--- config.mk ---
export PLATFORM = sky130hd
export DESIGN_NAME = temp_control_v2
export DESIGN_NICKNAME = d
export VERILOG_FILES = /design/src/rtl/temp_control_v2.sv
export SDC_FILE = /design/constraint.sdc
export NUM_CORES = 1
export LEC_CHECK = 0
export CORE_ASPECT_RATIO = 1.4
export CORE_UTILIZATION = 60
export CTS_BUF_LIST = sky130_fd_sc_hd__clkbuf_4
export CTS_CLUSTER_SIZE = 14
export DETAILED_ROUTE_END_ITERATION = 7
export GPL_ROUTABILITY_DRIVEN = 1
export PLACE_DENSITY_LB_ADDON = 0.05
export SETUP_SLACK_MARGIN = 0.15
export SLEW_MARGIN = 10
export SYNTH_ARGS = -nofsm -noshare
export SYNTH_HDL_FRONTEND = slang
export SYNTH_SLANG_ARGS = --single-unit
--- constraint.sdc ---
create_clock -name clk -period 5.3 [get_ports clk]
set_input_delay 1.06 -clock clk [delete_from_list [all_inputs] [get_ports clk]]
set_output_delay 1.06 -clock clk [all_outputs]
set_load 0.005 [all_outputs]
--- src/rtl/temp_control_v2.sv ---
// Hysteretic heat/cool controller with a three-speed cooler, minimum dwell, post-run
// lockout, and a fault state for out-of-range or stale sensor samples.
module temp_control_v2 #(
    parameter int TW        = 8,
    parameter int HEAT_ON   = 15,
    parameter int HEAT_OFF  = 30,
    parameter int COOL_ON   = 35,
    parameter int COOL_OFF  = 25,
    parameter int CRS2      = 40,
    parameter int CRS3      = 45,
    parameter int HYST      = 5,
    parameter int MIN_DWELL = 8,
    parameter int STALE_MAX = 255,
    parameter int T_MIN     = -40,
    parameter int T_MAX     = 100
) (
    input  logic                 clk,
    input  logic                 reset,
    input  logic                 enable,
    input  logic                 temp_valid,
    input  logic signed [TW-1:0] temperature,
    output logic                 heater,
    output logic                 cooler,
    output logic [3:0]           crs,
    output logic [2:0]           state,
    output logic                 fault
);

    localparam int DW = $clog2(MIN_DWELL + 1);
    localparam int SW = $clog2(STALE_MAX + 1);

    typedef enum logic [2:0] {
        S_IDLE    = 3'd0,
        S_HEAT    = 3'd1,
        S_COOL    = 3'd2,
        S_LOCKOUT = 3'd3,
        S_FAULT   = 3'd4
    } state_t;

    state_t        state_q, state_d;
    logic [DW-1:0] dwell_q, dwell_d;
    logic [SW-1:0] stale_q, stale_d;
    logic [3:0]    crs_q, crs_d, crs_step;
    logic          heater_q, heater_d;
    logic          cooler_q, cooler_d;
    logic          fault_q, fault_d;

    int   smp;
    logic dwell_done;
    logic out_of_range;
    logic stale_hit;

    always_comb begin
        smp          = temperature;
        dwell_done   = (dwell_q == DW'(MIN_DWELL));
        out_of_range = enable && temp_valid && (smp < T_MIN || smp > T_MAX);

        // Stale counter only runs while enabled; a valid strobe restarts it.
        stale_d = stale_q;
        if (!enable || temp_valid)
            stale_d = '0;
        else if (stale_q != SW'(STALE_MAX))
            stale_d = stale_q + 1'b1;
        stale_hit = enable && (stale_d == SW'(STALE_MAX));

        state_d  = state_q;
        crs_step = crs_q;
        case (state_q)
            S_IDLE: begin
                if (enable && temp_valid) begin
                    if (smp < HEAT_ON)      state_d = S_HEAT;
                    else if (smp > COOL_ON) state_d = S_COOL;
                end
            end
            S_HEAT: begin
                if (!enable)
                    state_d = S_LOCKOUT;
                else if (temp_valid && smp > HEAT_OFF && dwell_done)
                    state_d = S_LOCKOUT;
            end
            S_COOL: begin
                if (!enable) begin
                    state_d = S_LOCKOUT;
                end else if (temp_valid) begin
                    if (smp < COOL_OFF && dwell_done)
                        state_d = S_LOCKOUT;
                    // One speed step per sample, with hysteresis on the way down.
                    case (crs_q)
                        4'd4:    if (smp > CRS2) crs_step = 4'd6;
                        4'd6:    if (smp > CRS3) crs_step = 4'd8;
                                 else if (smp < CRS2 - HYST) crs_step = 4'd4;
                        4'd8:    if (smp < CRS3 - HYST) crs_step = 4'd6;
                        default: crs_step = 4'd4;
                    endcase
                end
            end
            S_LOCKOUT: begin
                if (dwell_q == DW'(MIN_DWELL - 1))
                    state_d = S_IDLE;
            end
            S_FAULT: begin
                if (!enable)
                    state_d = S_IDLE;
            end
            default: state_d = S_IDLE;
        endcase

        if (out_of_range || stale_hit)
            state_d = S_FAULT;

        if (state_d != S_COOL)      crs_d = 4'd0;
        else if (state_q != S_COOL) crs_d = 4'd4;
        else                        crs_d = crs_step;

        if (state_d != state_q) dwell_d = '0;
        else if (dwell_done)    dwell_d = dwell_q;
        else                    dwell_d = dwell_q + 1'b1;

        heater_d = (state_d == S_HEAT);
        cooler_d = (state_d == S_COOL);
        fault_d  = (state_d == S_FAULT);
    end

    always_ff @(posedge clk) begin
        if (!reset) begin
            state_q  <= S_IDLE;
            dwell_q  <= '0;
            stale_q  <= '0;
            crs_q    <= 4'd0;
            heater_q <= 1'b0;
            cooler_q <= 1'b0;
            fault_q  <= 1'b0;
        end else begin
            state_q  <= state_d;
            dwell_q  <= dwell_d;
            stale_q  <= stale_d;
            crs_q    <= crs_d;
            heater_q <= heater_d;
            cooler_q <= cooler_d;
            fault_q  <= fault_d;
        end
    end

    assign heater = heater_q;
    assign cooler = cooler_q;
    assign crs    = crs_q;
    assign state  = state_q;
    assign fault  = fault_q;

endmodule
# Word level (Yosys, flattened, before mapping)

Index checks and enable logic that the tools add are counted.

Bits in latches: 0
Memories: 0
Register bits after elaboration: 22
Memory bits (writable): 0
ROM bits: 0
Bits of input ports: 12

Divide/modulo/power cells: 0
Shift-type cells: 0
Equality and inequality tests: 23
Magnitude comparators: 10
Multipliers: 0
Multiplexer cells: 23
Add/sub/neg operators: 2
Bitwise gates (word level): 1
Reduce and logical (&&, ||, !) cells: 19

Operators by type and width:

| kind                                                                             | count |
|---|---|
| 3-bit two-way mux                                                                | 15 |
| 8-bit by 7-bit greater-than comparator with 1-bit output (second input constant) | 3 |
| 8-bit by 7-bit < comparator with 1-bit output (second input constant)            | 3 |
| 4-bit two-way mux                                                                | 4 |
| 8-bit two-way mux                                                                | 2 |
| 3-bit case mux with 5 select lines                                               | 1 |
| 4-bit by 3-bit == test with 1-bit output (second input constant)                 | 3 |
| 4-bit case mux with 3 select lines                                               | 1 |
| 6-bit AND reduction                                                              | 2 |
| 3-bit by 2-bit == test with 1-bit output (second input constant)                 | 3 |
| 3-bit != test (second input constant)                                            | 3 |
| 8-bit by 1-bit adder with 8-bit output (second input constant)                   | 1 |
| 4-bit == test (second input constant)                                            | 2 |
| 8-bit == test (second input constant)                                            | 1 |
| 8-bit by 6-bit greater-than comparator with 1-bit output (second input constant) | 1 |
| 8-bit greater-than comparator (second input constant)                            | 1 |
| 8-bit by 5-bit < comparator with 1-bit output (second input constant)            | 1 |
| 8-bit by 6-bit < comparator with 1-bit output (second input constant)            | 1 |
| 8-bit != test (second input constant)                                            | 1 |
| 3-bit by 1-bit == test with 1-bit output (second input constant)                 | 2 |
| 3-bit == test (second input constant)                                            | 2 |
| 1-bit logical AND                                                                | 6 |
| 3-bit by 2-bit != test with 1-bit output (second input constant)                 | 2 |
| 2-bit nonzero test                                                               | 3 |
| 10 further kinds                                                                 | 14 |

# Longest topological paths before layout

Depth after elaboration: 9
Gate-level depth with buffers: 11
Mapped depth without buffers: 9

# Worst setup path after synthesis

Ideal clock, no wire load.

Kind: input-to-reg
Start: in enable
End: reg crs_q[2], in the netlist crs[2]
Buffers on the path: 2
Arrival time: 2,562 ps
Cell stages on the path: 9
Path slack: 2,681 ps
Library setup time: 58 ps
Path through: clkbuf_1 -> or3b_2 -> a21oi_1 -> a311o_1 -> or2_2 -> clkbuf_1 -> nand4_1 -> inv_1 -> o21a_1

Word-level cells in the longest chain between the ends: 9
Elaborated cells between the ends (all ways): 18
Those cells by class: 2 x eq/ne; 7 x mux; 9 x reduce/logical

RTL lines:

| element                                  | RTL line | text |
|---|---|---|
| start: declaration                       | 19       | `input logic enable,` |
| 1-bit logical NOT                        | n/a      |  |
| 1-bit logical OR                         | 60       | `if (!enable \|\| temp_valid)` |
| 8-bit two-way mux                        | 60       |  |
| 8-bit == test                            | 64       | `stale_hit = enable && (stale_d == SW'(STALE_MAX));` |
| 1-bit logical AND                        | 64       |  |
| 1-bit logical OR                         | 108      | `if (out_of_range \|\| stale_hit)` |
| 3-bit two-way mux                        | 108      |  |
| 3-bit by 2-bit != test with 1-bit output | 111      | `if (state_d != S_COOL) crs_d = 4'd0;` |
| 2-bit OR reduction (no source line)      | n/a      |  |
| end signal: assignment                   | 137      | `crs_q <= crs_d;` |
| end: declaration                         | 43       | `logic [3:0] crs_q, crs_d, crs_step;` |

Parallel ways exist; a longest one is shown, timed or not.
A chain may end at the register's enable or synchronous reset.

# Final worst setup path

Start: in temperature[4]
End: reg dwell_q[0]

Word-level cells in the longest chain between the ends: 9
Elaborated cells between the ends (all ways): 24
Those cells by class: 6 x order compare; 1 x eq/ne; 10 x mux; 7 x reduce/logical

RTL lines:

| element                                                                                                                          | RTL line | text |
|---|---|---|
| start: declaration                                                                                                               | 21       | `input logic signed [TW-1:0] temperature,` |
| 8-bit by 6-bit < comparator with 1-bit output / 8-bit by 6-bit greater-than comparator with 1-bit output (equally long branches) | 85, 78   |  |
| 1-bit logical AND, on equally long branches                                                                                      | 85, 78   |  |
| 3-bit two-way mux / 1-bit logical AND (equally long branches)                                                                    | 85, 78   |  |
| 3-bit two-way mux, on equally long branches                                                                                      | 84, 78   |  |
| 3-bit two-way mux, on equally long branches                                                                                      | 82, 76   |  |
| 3-bit case mux with 5 select lines                                                                                               | 68       | `case (state_q)` |
| 3-bit two-way mux (*)                                                                                                            | 108      |  |
| 3-bit != test (*)                                                                                                                | 115      | `if (state_d != state_q) dwell_d = '0;` |
| 2-bit OR reduction (no source line) (*)                                                                                          | n/a      |  |
| end signal: assignment                                                                                                           | 135      | `dwell_q <= dwell_d;` |
| end: declaration                                                                                                                 | 41       | `logic [DW-1:0] dwell_q, dwell_d;` |

Every way passes the cells marked *; elsewhere a longest branch is shown, timed or not.

==> out/results.ini <==
[setup_path]
r2r_end = crs[3]
crit_family = compound AO/OA/AOI/OAI gates
reg2regPathDepth = 7
critPathLaunchType = primary input
required_ps = 5510
cp.arrival_ps = 3300
timing.rr.start = stale_q[0]
max_stage_delay_ps = 560
crit_buf_inv = 1
cp_slowest_cell = clkdlybuf4s50_1
path_max_fanout = 8
crit_type = primary input to flip-flop
cp-end-kind = flip-flop
crit_chain = clkdlybuf4s50_1, nor4_4, o211ai_1, a311o_1, a2111oi_2, a22oi_2, o41ai_1
r2r_setup_slack_ps = 2830

[drt]
drt-wirelength-per-cell_um = 16.3
routed_wl_mm = 3.61
routed_via_density = 6.83
drc = 1
drt_iter0_markers = 63
vias = 1516
ant_nets = 0
drt_pre_antenna_iters = 6

[timing]
fin_setup_tns_ps = 0
fin_ws_ps = 2210
setup_viol = 0
fmax_ghz = 0.324
timing_hold_violations_final = 0
skew_ps = 0.609
tightest_slew_ps = 641
period_minus_slack_ps = 3090
maxSlewHeadroom_pct = 57.2
slew_violations = 0
rsz0062_at_grt = false
min_period_over_period_pct = 58.3

[power]
p_per_area_nw_per_um2 = 202
leakage_nw = 0.568
vdd_drop_max_v = 0.000198

[run]
maxCapViolCount = 0

[cells_and_area]
final_common_cell = dfxtp_1
final_layout_size_suffix_gt1_share_pct = 5.50
nets = 216
synthToLayoutAreaGrowth_pct = 14.2
num_antenna_cells = 0
final_cell_mix = dfxtp_1 (21), clkdlybuf4s50_1 (20), a21oi_1 (16)

[die]
initial_utilization_pct = 65.2
die_h_um = 60.5
io_pins = 22
num_rows = 20
die_area_um2 = 2650
die_x_um = 43.8
core-area_um2 = 2250

[yosys]
synth_seq_cells = 21
synth_fp_nets = 202
syn_area_um2 = 1470
netlist_instances = 187
synth_warnings = 0
synth.avg_cell_area_um2 = 7.85
synth-seq-area-share_pct = 28.6
synth-edff-count = 0
ys.flop_type = dfxtp_1
async_flop_share_pct = 0
ys_types = 53

[clock_network]
htree_levels = 1
cts_tree = done
cts_buffer_depth = 2
clkLatencyLatePin_ps = 310
cts_buffers = 3
cts_hold_buf = 0
cts_setup_buffers = 0
cts.sinks = 21
ctsResizeCount = 0
clock-root-buffer = clkbuf_4
path_clk_slew_ps = 120

[run_status]
outcome = finished with violations
violations = DRC

[global_route]
overflow = 0
antenna_found_initial = 0
first_global_vias = 1407
grt_pass1_wl_mm = 6.13
grt_max_degree = 17
grt.total_usage_pct = 29.9

[hold_path]
hp-class = flip-flop to flip-flop
hold_depth = 2
hold_path.startpoint = stale_q[1]
hold_end = stale_q[1]

[placement]
routabilityCongestion = 0.881
port_buffers = 20
dp_worst_setup_slack_ps = 1900
place_hpwl_mm = 2.76

where the power goes:
| group | switching, mW | internal (mW) | leakage (nW) | total, mW |
|---|---|---|---|---|
| logic | 0.0452 | 0.0385 | 0.380 | 0.0837 |
| clock network | 0.0516 | 0.0283 | 0.0177 | 0.0799 |
| registers | 0.00970 | 0.165 | 0.170 | 0.175 |
area by class of cell:
| type | instances | area [um^2] |
|---|---|---|
| multi-input combinational | 144 | 958 |
| fill | 193 | 577 |
| sequential | 21 | 420 |
| timing repair buffer | 20 | 200 |
| inverter | 11 | 41.3 |
| tap | 22 | 27.5 |
| clock buffer | 3 | 22.5 |
| clock inverter | 1 | 5.00 |
routing by layer:
metal	part of all wire [%]	global-route usage [%]
met1	38	33.3
met2	56	56.1
met3	4.3	5.36
met4	1.4	10.3
met5	0	0
state kept, by name (all words and copies together), names as in the netlist:
register and cells:
heater 1, dwell_q 4, state 3, crs 3
cooler 1, fault 1, stale_q 8
cells in the mapped netlist (all sizes together), types with 2 or more instances:
master,number,area (um^2)
a211oi,3,22.5
and3b,2,17.5
nor2,14,52.6
nand4,10,62.6
nor2b,3,18.8
o21ai,9,45.0
and3,3,18.8
nand2,12,45.0
dfxtp,21,420
clkbuf,8,30.0
nor4,5,46.3
nand3b,6,45.0
o41ai,4,53.8
a21oi,16,80.1
nor3,8,40.0
nand3,6,30.0
and4,2,17.5
xnor2,2,17.5
and2,2,12.5
buf,3,17.5
a31oi,2,12.5
inv,11,41.3
a2111oi,2,23.8
a2111o,2,22.5
ha,3,37.5
nor3b,2,15.0
mux2i,3,30.0
a41oi,2,17.5
logic make-up (layout without fill, tap and decap cells):
kind of cell / Yosys count / after routing / share of synthesized area, %
simple gates: 80 / 80 / 31.4
fa+ha+maj: 3 / 3 / 2.56
other cells: 1 / 1 / 0.256
flops: 21 / 21 / 28.6
buf+inv: 22 / 35 / 6.05
xor+xnor: 3 / 3 / 1.79
compound gates: 54 / 54 / 27.3
mux: 3 / 3 / 2.05
per-stage QoR:
| stage | utilization [%] | instances | area [um^2] | total power [mW] | hold slack (ps) |
|---|---|---|---|---|---|
| floorplan | - | 187 | 1470 | 0.229 | 495 |
| global placement | 73.2 | 218 | 1650 | 0.258 | 527 |
| detailed placement | 73.2 | 218 | 1650 | 0.260 | 538 |
| CTS | 74.4 | 222 | 1680 | 0.339 | 566 |
| global route | 74.4 | 222 | 1680 | 0.356 | 596 |
| finish | 74.4 | 222 | 1680 | 0.338 | 563 |
how the worst max path moves through the flow:
stage                         startpoint  cells past startpoint          to  slack, ps
after floorplan                   enable                      9      crs[2]       2680
after global placement    temperature[3]                      8      crs[2]       1990
after detailed placement  temperature[4]                      7  dwell_q[0]       1900
after CTS                 temperature[4]                      7  dwell_q[0]       2220
after global routing      temperature[6]                      7  dwell_q[0]       2030
final                     temperature[4]                      7  dwell_q[0]       2210
tightest hold or removal path, delay by kind of cell (launching register included):
family | cells | cell delay (ps)
flops | 1 | 380
simple gates | 1 | 80
mux | 1 | 80
Power figures use the tool's default switching activity.
